File: src/rtl/signed_seq_divider.sv
// rtl/signed_seq_divider.sv - non-restoring signed sequential divider, one quotient bit per clock
module signed_seq_divider #(
    parameter int WIDTH = 16
) (
    input  logic             clk,
    input  logic             rst,
    input  logic             start,
    input  logic [WIDTH-1:0] dividend,
    input  logic [WIDTH-1:0] divisor,
    output logic             busy,
    output logic             done,
    output logic [WIDTH-1:0] quotient,
    output logic [WIDTH-1:0] remainder,
    output logic             div_by_zero,
    output logic             overflow
);
    localparam int CW = $clog2(WIDTH);
    localparam logic [CW-1:0]    CNT_INIT = CW'(WIDTH - 1);
    localparam logic [WIDTH-1:0] MIN_VAL  = {1'b1, {(WIDTH-1){1'b0}}};

    typedef enum logic [2:0] {IDLE, LOAD, CALC, CORR, DONE} state_t;

    state_t           state_q, state_d;
    logic [CW-1:0]    cnt_q, cnt_d;
    logic [WIDTH-1:0] a_q, a_d, b_q, b_d;
    logic             neg_a_q, neg_a_d, neg_b_q, neg_b_d;
    logic [WIDTH:0]   p_q, p_d, m_q, m_d;
    logic [WIDTH-1:0] qr_q, qr_d;
    logic [WIDTH-1:0] quot_q, quot_d, rem_q, rem_d;
    logic             dbz_q, dbz_d, ovf_q, ovf_d;

    logic [WIDTH:0]   p_shift, p_step, p_fix;
    logic [WIDTH-1:0] q_signed, r_signed;

    always_ff @(posedge clk) begin
        if (rst) begin
            state_q <= IDLE;
            cnt_q   <= '0;
            a_q     <= '0;
            b_q     <= '0;
            neg_a_q <= 1'b0;
            neg_b_q <= 1'b0;
            p_q     <= '0;
            m_q     <= '0;
            qr_q    <= '0;
            quot_q  <= '0;
            rem_q   <= '0;
            dbz_q   <= 1'b0;
            ovf_q   <= 1'b0;
        end else begin
            state_q <= state_d;
            cnt_q   <= cnt_d;
            a_q     <= a_d;
            b_q     <= b_d;
            neg_a_q <= neg_a_d;
            neg_b_q <= neg_b_d;
            p_q     <= p_d;
            m_q     <= m_d;
            qr_q    <= qr_d;
            quot_q  <= quot_d;
            rem_q   <= rem_d;
            dbz_q   <= dbz_d;
            ovf_q   <= ovf_d;
        end
    end

    always_comb begin
        state_d = state_q;
        case (state_q)
            IDLE:    if (start) state_d = LOAD;
            LOAD:    state_d = CALC;
            CALC:    if (cnt_q == '0) state_d = CORR;
            CORR:    state_d = DONE;
            DONE:    state_d = IDLE;
            default: state_d = IDLE;
        endcase
    end

    always_comb begin
        busy = (state_q != IDLE);
        done = (state_q == DONE);
    end

    // Magnitudes are WIDTH+1 bits wide so that |MIN| stays positive through the iteration.
    always_comb begin
        cnt_d   = cnt_q;
        a_d     = a_q;
        b_d     = b_q;
        neg_a_d = neg_a_q;
        neg_b_d = neg_b_q;
        p_d     = p_q;
        m_d     = m_q;
        qr_d    = qr_q;
        quot_d  = quot_q;
        rem_d   = rem_q;
        dbz_d   = dbz_q;
        ovf_d   = ovf_q;

        p_shift  = {p_q[WIDTH-1:0], qr_q[WIDTH-1]};
        p_step   = p_q[WIDTH] ? (p_shift + m_q) : (p_shift - m_q);
        p_fix    = p_q[WIDTH] ? (p_q + m_q) : p_q;
        q_signed = (neg_a_q ^ neg_b_q) ? -qr_q : qr_q;
        r_signed = neg_a_q ? -p_fix[WIDTH-1:0] : p_fix[WIDTH-1:0];

        case (state_q)
            IDLE: begin
                if (start) begin
                    a_d = dividend;
                    b_d = divisor;
                end
            end
            LOAD: begin
                neg_a_d = a_q[WIDTH-1];
                neg_b_d = b_q[WIDTH-1];
                qr_d    = a_q[WIDTH-1] ? -a_q : a_q;
                m_d     = b_q[WIDTH-1] ? -{b_q[WIDTH-1], b_q} : {1'b0, b_q};
                p_d     = '0;
                cnt_d   = CNT_INIT;
            end
            CALC: begin
                p_d   = p_step;
                qr_d  = {qr_q[WIDTH-2:0], ~p_step[WIDTH]};
                cnt_d = cnt_q - 1'b1;
            end
            CORR: begin
                if (b_q == '0) begin
                    quot_d = '1;
                    rem_d  = a_q;
                    dbz_d  = 1'b1;
                    ovf_d  = 1'b0;
                end else begin
                    // MIN / -1 wraps naturally to MIN; only the flag needs forcing.
                    quot_d = q_signed;
                    rem_d  = r_signed;
                    dbz_d  = 1'b0;
                    ovf_d  = (a_q == MIN_VAL) && (&b_q);
                end
            end
            default: ;
        endcase
    end

    assign quotient    = quot_q;
    assign remainder   = rem_q;
    assign div_by_zero = dbz_q;
    assign overflow    = ovf_q;
endmodule

File: config.mk
export PLATFORM = sky130hd
export DESIGN_NAME = signed_seq_divider
export DESIGN_NICKNAME = d
export VERILOG_FILES = /design/src/rtl/signed_seq_divider.sv
export SDC_FILE = /design/constraint.sdc
export NUM_CORES = 1
export LEC_CHECK = 0
export CORE_UTILIZATION = 35
export CTS_CLUSTER_SIZE = 40
export DETAILED_ROUTE_END_ITERATION = 10
export HOLD_SLACK_MARGIN = 0.08
export PLACE_DENSITY = 0.56
export SLEW_MARGIN = 30
export SYNTH_ARGS = -nofsm -noshare
export SYNTH_HDL_FRONTEND = slang
export SYNTH_SLANG_ARGS = --single-unit
File: constraint.sdc
create_clock -name clk -period 5.85 [get_ports clk]
set_input_delay 0.585 -clock clk [delete_from_list [all_inputs] [get_ports clk]]
set_output_delay 0.585 -clock clk [all_outputs]
set_load 0.01 [all_outputs]
# Yosys cells after proc, flatten, opt, wreduce, memory -nomap -nowiden
# Cells that the tools add are included.
dict set report word_totals {
  register_bits 125
  in_bits 35
  out_inout_bits 36
}
dict set report op_classes {
  add_sub_neg 8
  n_eq_ne 7
  mux 16
  n_bitwise 2
  n_reduce_logical 9
}
# op n
set ops {}
lappend ops {{16-bit 2-to-1 mux} 6}
lappend ops {{16-bit negator} 3}
lappend ops {{17-bit 2-to-1 mux} 2}
lappend ops {{17-bit case mux with 2 select lines} 1}
lappend ops {{16-bit case mux with 2 select lines} 1}
lappend ops {{17-bit adder} 1}
lappend ops {{17-bit negator} 1}
lappend ops {{17-bit subtractor} 1}
lappend ops {{16-bit adder} 1}
lappend ops {{16-bit == test (second input constant)} 1}
lappend ops {{16-bit logical NOT} 1}
lappend ops {{16-bit AND reduction} 1}
lappend ops {{3-bit case mux with 4 select lines} 1}
lappend ops {{4-bit case mux with 2 select lines} 1}
lappend ops {{3-bit by 2-bit == test with 1-bit output (second input constant)} 2}
lappend ops {{3-bit 2-to-1 mux} 2}
lappend ops {{4-bit logical NOT} 1}
lappend ops {{2-bit inequality test (second input constant)} 2}
lappend ops {{2-bit AND reduction} 2}
lappend ops {{4-bit by 1-bit subtractor with 4-bit output (second input constant)} 1}
lappend ops {{3-bit by 1-bit == test with 1-bit output (second input constant)} 1}
lappend ops {{3-bit == test (second input constant)} 1}
lappend ops {{3-bit logical NOT} 1}
lappend ops {{3-bit nonzero test} 1}
lappend ops {{other kinds (5)} 6}

# Logic depth before layout (Yosys ltp)
dict set report depth {
  ltp_word 5
  mapped_depth 16
  ltp_nobuf 16
}

# Worst setup path before layout
# OpenSTA, ideal clock, no wires.
dict set report synth_path {
  kind {flip-flop to flip-flop}
  start {register p_q[16]}
  end {register p_q[14]}
  arrival_time_ps 3990
  required_ps 5780
  path_slack_ps 1790
  path_stages_with_launch 17
  path_buffers 4
  path_cell_list {dfxtp_1 -> clkbuf_1 -> clkbuf_1 -> buf_2 -> clkbuf_1 -> nor2_1 -> xor2_1 -> ha_1 -> a21o_1 -> a21oi_1 -> o21ai_0 -> a2111oi_0 -> o311ai_0 -> a31oi_1 -> xnor2_1 -> nand2_1 -> a21oi_1}
}
dict set report synth_between {
  elab_chain_cells 2
}
# element line
set synth_rtl {}
lappend synth_rtl {{start, declared} 27} ;# logic [WIDTH:0] p_q, p_d, m_q, m_d;
lappend synth_rtl {{start signal, assigned} 57} ;# p_q <= p_d;
lappend synth_rtl {{17-bit 2-to-1 mux} 100} ;# p_step = p_q[WIDTH] ? (p_shift + m_q) : (p_shift - m_q);
lappend synth_rtl {{17-bit case mux with 2 select lines} 105} ;# case (state_q)
# Every way passes these cells.
# A chain may end at the register's enable or synchronous reset.

# Worst setup path in the final report
# Same ends and word-level chain as after synthesis.

==> flow_summary_export.csv <==
group,metric,value,unit
synth,netlist_instances,1015,
synth,synth_flop_cell,"dfxtp_1",
run_status,status,"finished with violations",
routing,via_count,7369,
final_layout,area_growth,19.31,%
final_layout,nNetsFinal,1121,
synth,syn_nets,1090,
synth,synth_top_cell_by_area,"dfxtp_1",
clocking,h-tree-depth,4,
synth,ys_seq_area_frac,0.3166,
routing,routed_wl,22.43,mm
pwr,p_leak,3.503,nW
synth,yosys-top-cells-area,"dfxtp_1, nand2_1, ha_1",
final_layout,final_common_cell,"nand2_1",
final_layout,stdcell_area,9430,sq um
critical_path,crit_buf_inv,1,
pwr,p_total,3.030,mW
timing,rsz0062_at_grt,"no",
routing,vias_per_cell,5.503,
global_route,antenna_found_initial,0,
timing,fin_skew,0.01265,ns
timing,slew_violations,0,
global_route,grt_max_degree,95,
critical_path,max_stage_delay,0.66,ns
global_route,grt_pass1_vias,6883,
die,fp.dieW,152.3,microns
synth,mappedNetlistArea,7904,sq um
critical_path,crit_type,"reg2reg",
routing,antenna_left,0,
place,dp_hpwl,16.18,mm
place,portBuffers,70,
pwr,ir_drop,0.1993,mV
critical_path,cp_slowest_cell,"dfxtp_1",
clocking,cts_setup_buffers,0,
critical_path,cpMostUsedCell,"a21oi_1",
die,io_pins,71,
synth,synth_top_area_frac,0.3166,
timing,setup_viol_count_final,0,
clocking,tritoncts,"done",
global_route,grt-ovfl-total,0,
critical_path,cp_max_fo,28,
timing,slew_headroom,0.4053,
clocking,insertion_delay,0.43,ns
die,dieArea,23190,sq um
timing,fin_crit_sh,0.6777,
critical_path,cp-end-kind,"flip-flop",
critical_path,worst_setup_path_start_kind,"flip-flop",
clocking,clockBufferDepth,2,
timing,whs,0.4582,ns
clocking,clkTransAtPathRegs,0.06,ns
global_route,grt_pass1_wl,36.58,mm
timing,fmax,252.2,MHz
die,die_height,152.3,microns
timing,setup_tns,0,ns
timing,worst_pin_slew,0.8899,ns
routing,post-route-drc-count,3,
synth,yosysUniqueCellTypes,77,
final_layout,diodes,0,
routing,wl_per_cell,16.75,microns
final_layout,drive_gt1_frac,0.06138,
synth,synth_edf_count,0,
place,place_congestion,0.8915,
synth,ys_warn_count,0,
die,core-area,21960,sq um
die,num_rows,54,
clocking,ctsResizeCount,0,
timing,fin_crit,3.965,ns
run_status,violations,"design-rule violations",
pwr,p_per_area,321.3,nW/um^2
timing,report.final.hold_viol_count,0,
synth,synth.avg_cell_area,7.787,sq um
clocking,clock-sinks,125,
critical_path,worstPathRequired,6.21,ns
run,maxCapViolCount,0,
clocking,cts_hold_buf,0,
synth,ys_seq_elements,125,
final_layout,final_cell_mix,"nand2_1, dfxtp_1, nor2_1",
clocking,clock-root-buffer,"clkbuf_16",
clocking,numCtsBuffers,17,
die,start_util,0.3599,
global_route,grt_usage,0.1972,
critical_path,cp_cell_sequence,"buf_4, nor2_1, xor2_1, ha_1, a21o_1, a21oi_1, o21ai_0, a2111oi_1, o311ai_0, a31oi_1, xnor2_1, nand2_1, a21oi_1",
routing,drt_pass1_iterations,8,
critical_path,cp_top_family,"compound AO/OA/AOI/OAI gates",
routing,dr.first_iter.drc_count,608,
synth,synthArstFlopShare,0,
critical_path,cp.arrival,4.32,ns
min_path,hp-class,"reg2reg",
place,place_area,8765,sq um
## state kept, by name (all words and copies together) (netlist names), 3 cells and up
signal and flops:
m_q 17, quotient 16, remainder 16, qr_q 16, b_q 16, a_q 16
state_q 3, p_q 17, cnt_q 4
## worst paths after layout
check / from / end / slack (ns) / depth (start not counted)
setup / recovery: p_q[16] / p_q[14] / 1.89 / 13
hold / removal: remainder[0] / remainder[0] / 0.46 / 2
setup reg to reg: p_q[16] / p_q[14] / 1.89 / 13
hold reg to reg: remainder[0] / remainder[0] / 0.46 / 2
## layer usage
| metal | track usage | share of wire |
|---|---|---|
| met1 | 0.2834 | 0.51 |
| met2 | 0.2982 | 0.42 |
| met3 | 0.03072 | 0.050 |
| met4 | 0.06560 | 0.017 |
| met5 | 0 | 0 |
## through the flow
stage | util | worst slack [ns] | instances
4_1_cts | 0.4281 | 1.767 | 1338
3_5_place_dp | 0.3991 | 1.812 | 1306
2_1_floorplan | - | 1.790 | 1015
5_1_grt | 0.4295 | 1.522 | 1339
3_3_place_gp | 0.3989 | 1.785 | 1306
6_report | 0.4295 | 1.885 | 1339
## kinds of logic (layout without fill, tap and decap cells)
| logic type | Yosys count | count (layout) | synth area share |
|---|---|---|---|
| xor gates and xnor gates | 85 | 85 | 0.09419 |
| DFF | 125 | 125 | 0.3166 |
| and+or+nand+nor | 389 | 389 | 0.2280 |
| AOI/OAI and AO/OA | 277 | 277 | 0.2360 |
| muxes | 15 | 15 | 0.01931 |
| adders and majority gates | 40 | 40 | 0.06522 |
| buffers and inverters | 84 | 128 | 0.04068 |
## power breakdown
group / switching (mW) / internal (mW) / leakage [nW] / total, mW
combinational: 0.501 / 0.356 / 2.18 / 0.857
sequential: 0.102 / 0.910 / 1.02 / 1.01
clock: 0.437 / 0.724 / 0.309 / 1.16
total: 1.04 / 1.99 / 3.50 / 3.03
## area by class of cell
cell class | instances | area [sq um]
Inverter | 20 | 75.07
Clock buffer | 18 | 429.2
Sequential cell | 125 | 2502
Clock inverter | 14 | 207.7
Timing Repair Buffer | 76 | 759.5
Multi-Input combinational cell | 806 | 5106
Tap cell | 280 | 350.3
Fill cell | 2249 | 12530
## cell usage after synthesis (5+ instances only)
cell	count
nor2_1	120
nor3_1	27
a21oi_1	88
nor2b_1	6
o21a_1	6
clkbuf_1	55
a22oi_1	24
a211oi_1	28
o21ai_0	27
dfxtp_1	125
xor2_1	38
o211ai_1	6
ha_1	38
nand2b_1	6
a21o_1	14
nand4_1	9
nand2_1	146
nand3_1	13
or3_1	7
xnor2_1	47
nand3b_1	6
nor4_1	12
a311oi_1	19
o22ai_1	8
inv_1	19
o31ai_1	9
and2_1	6
a31oi_1	15
buf_2	5
mux2i_1	13
## worst min-delay path: stages, from the launching register on
cell and delay, ns:
dfxtp_1 0.31, nand2_1 0.05, a21oi_1 0.05
(Power assumes the default switching activity.)
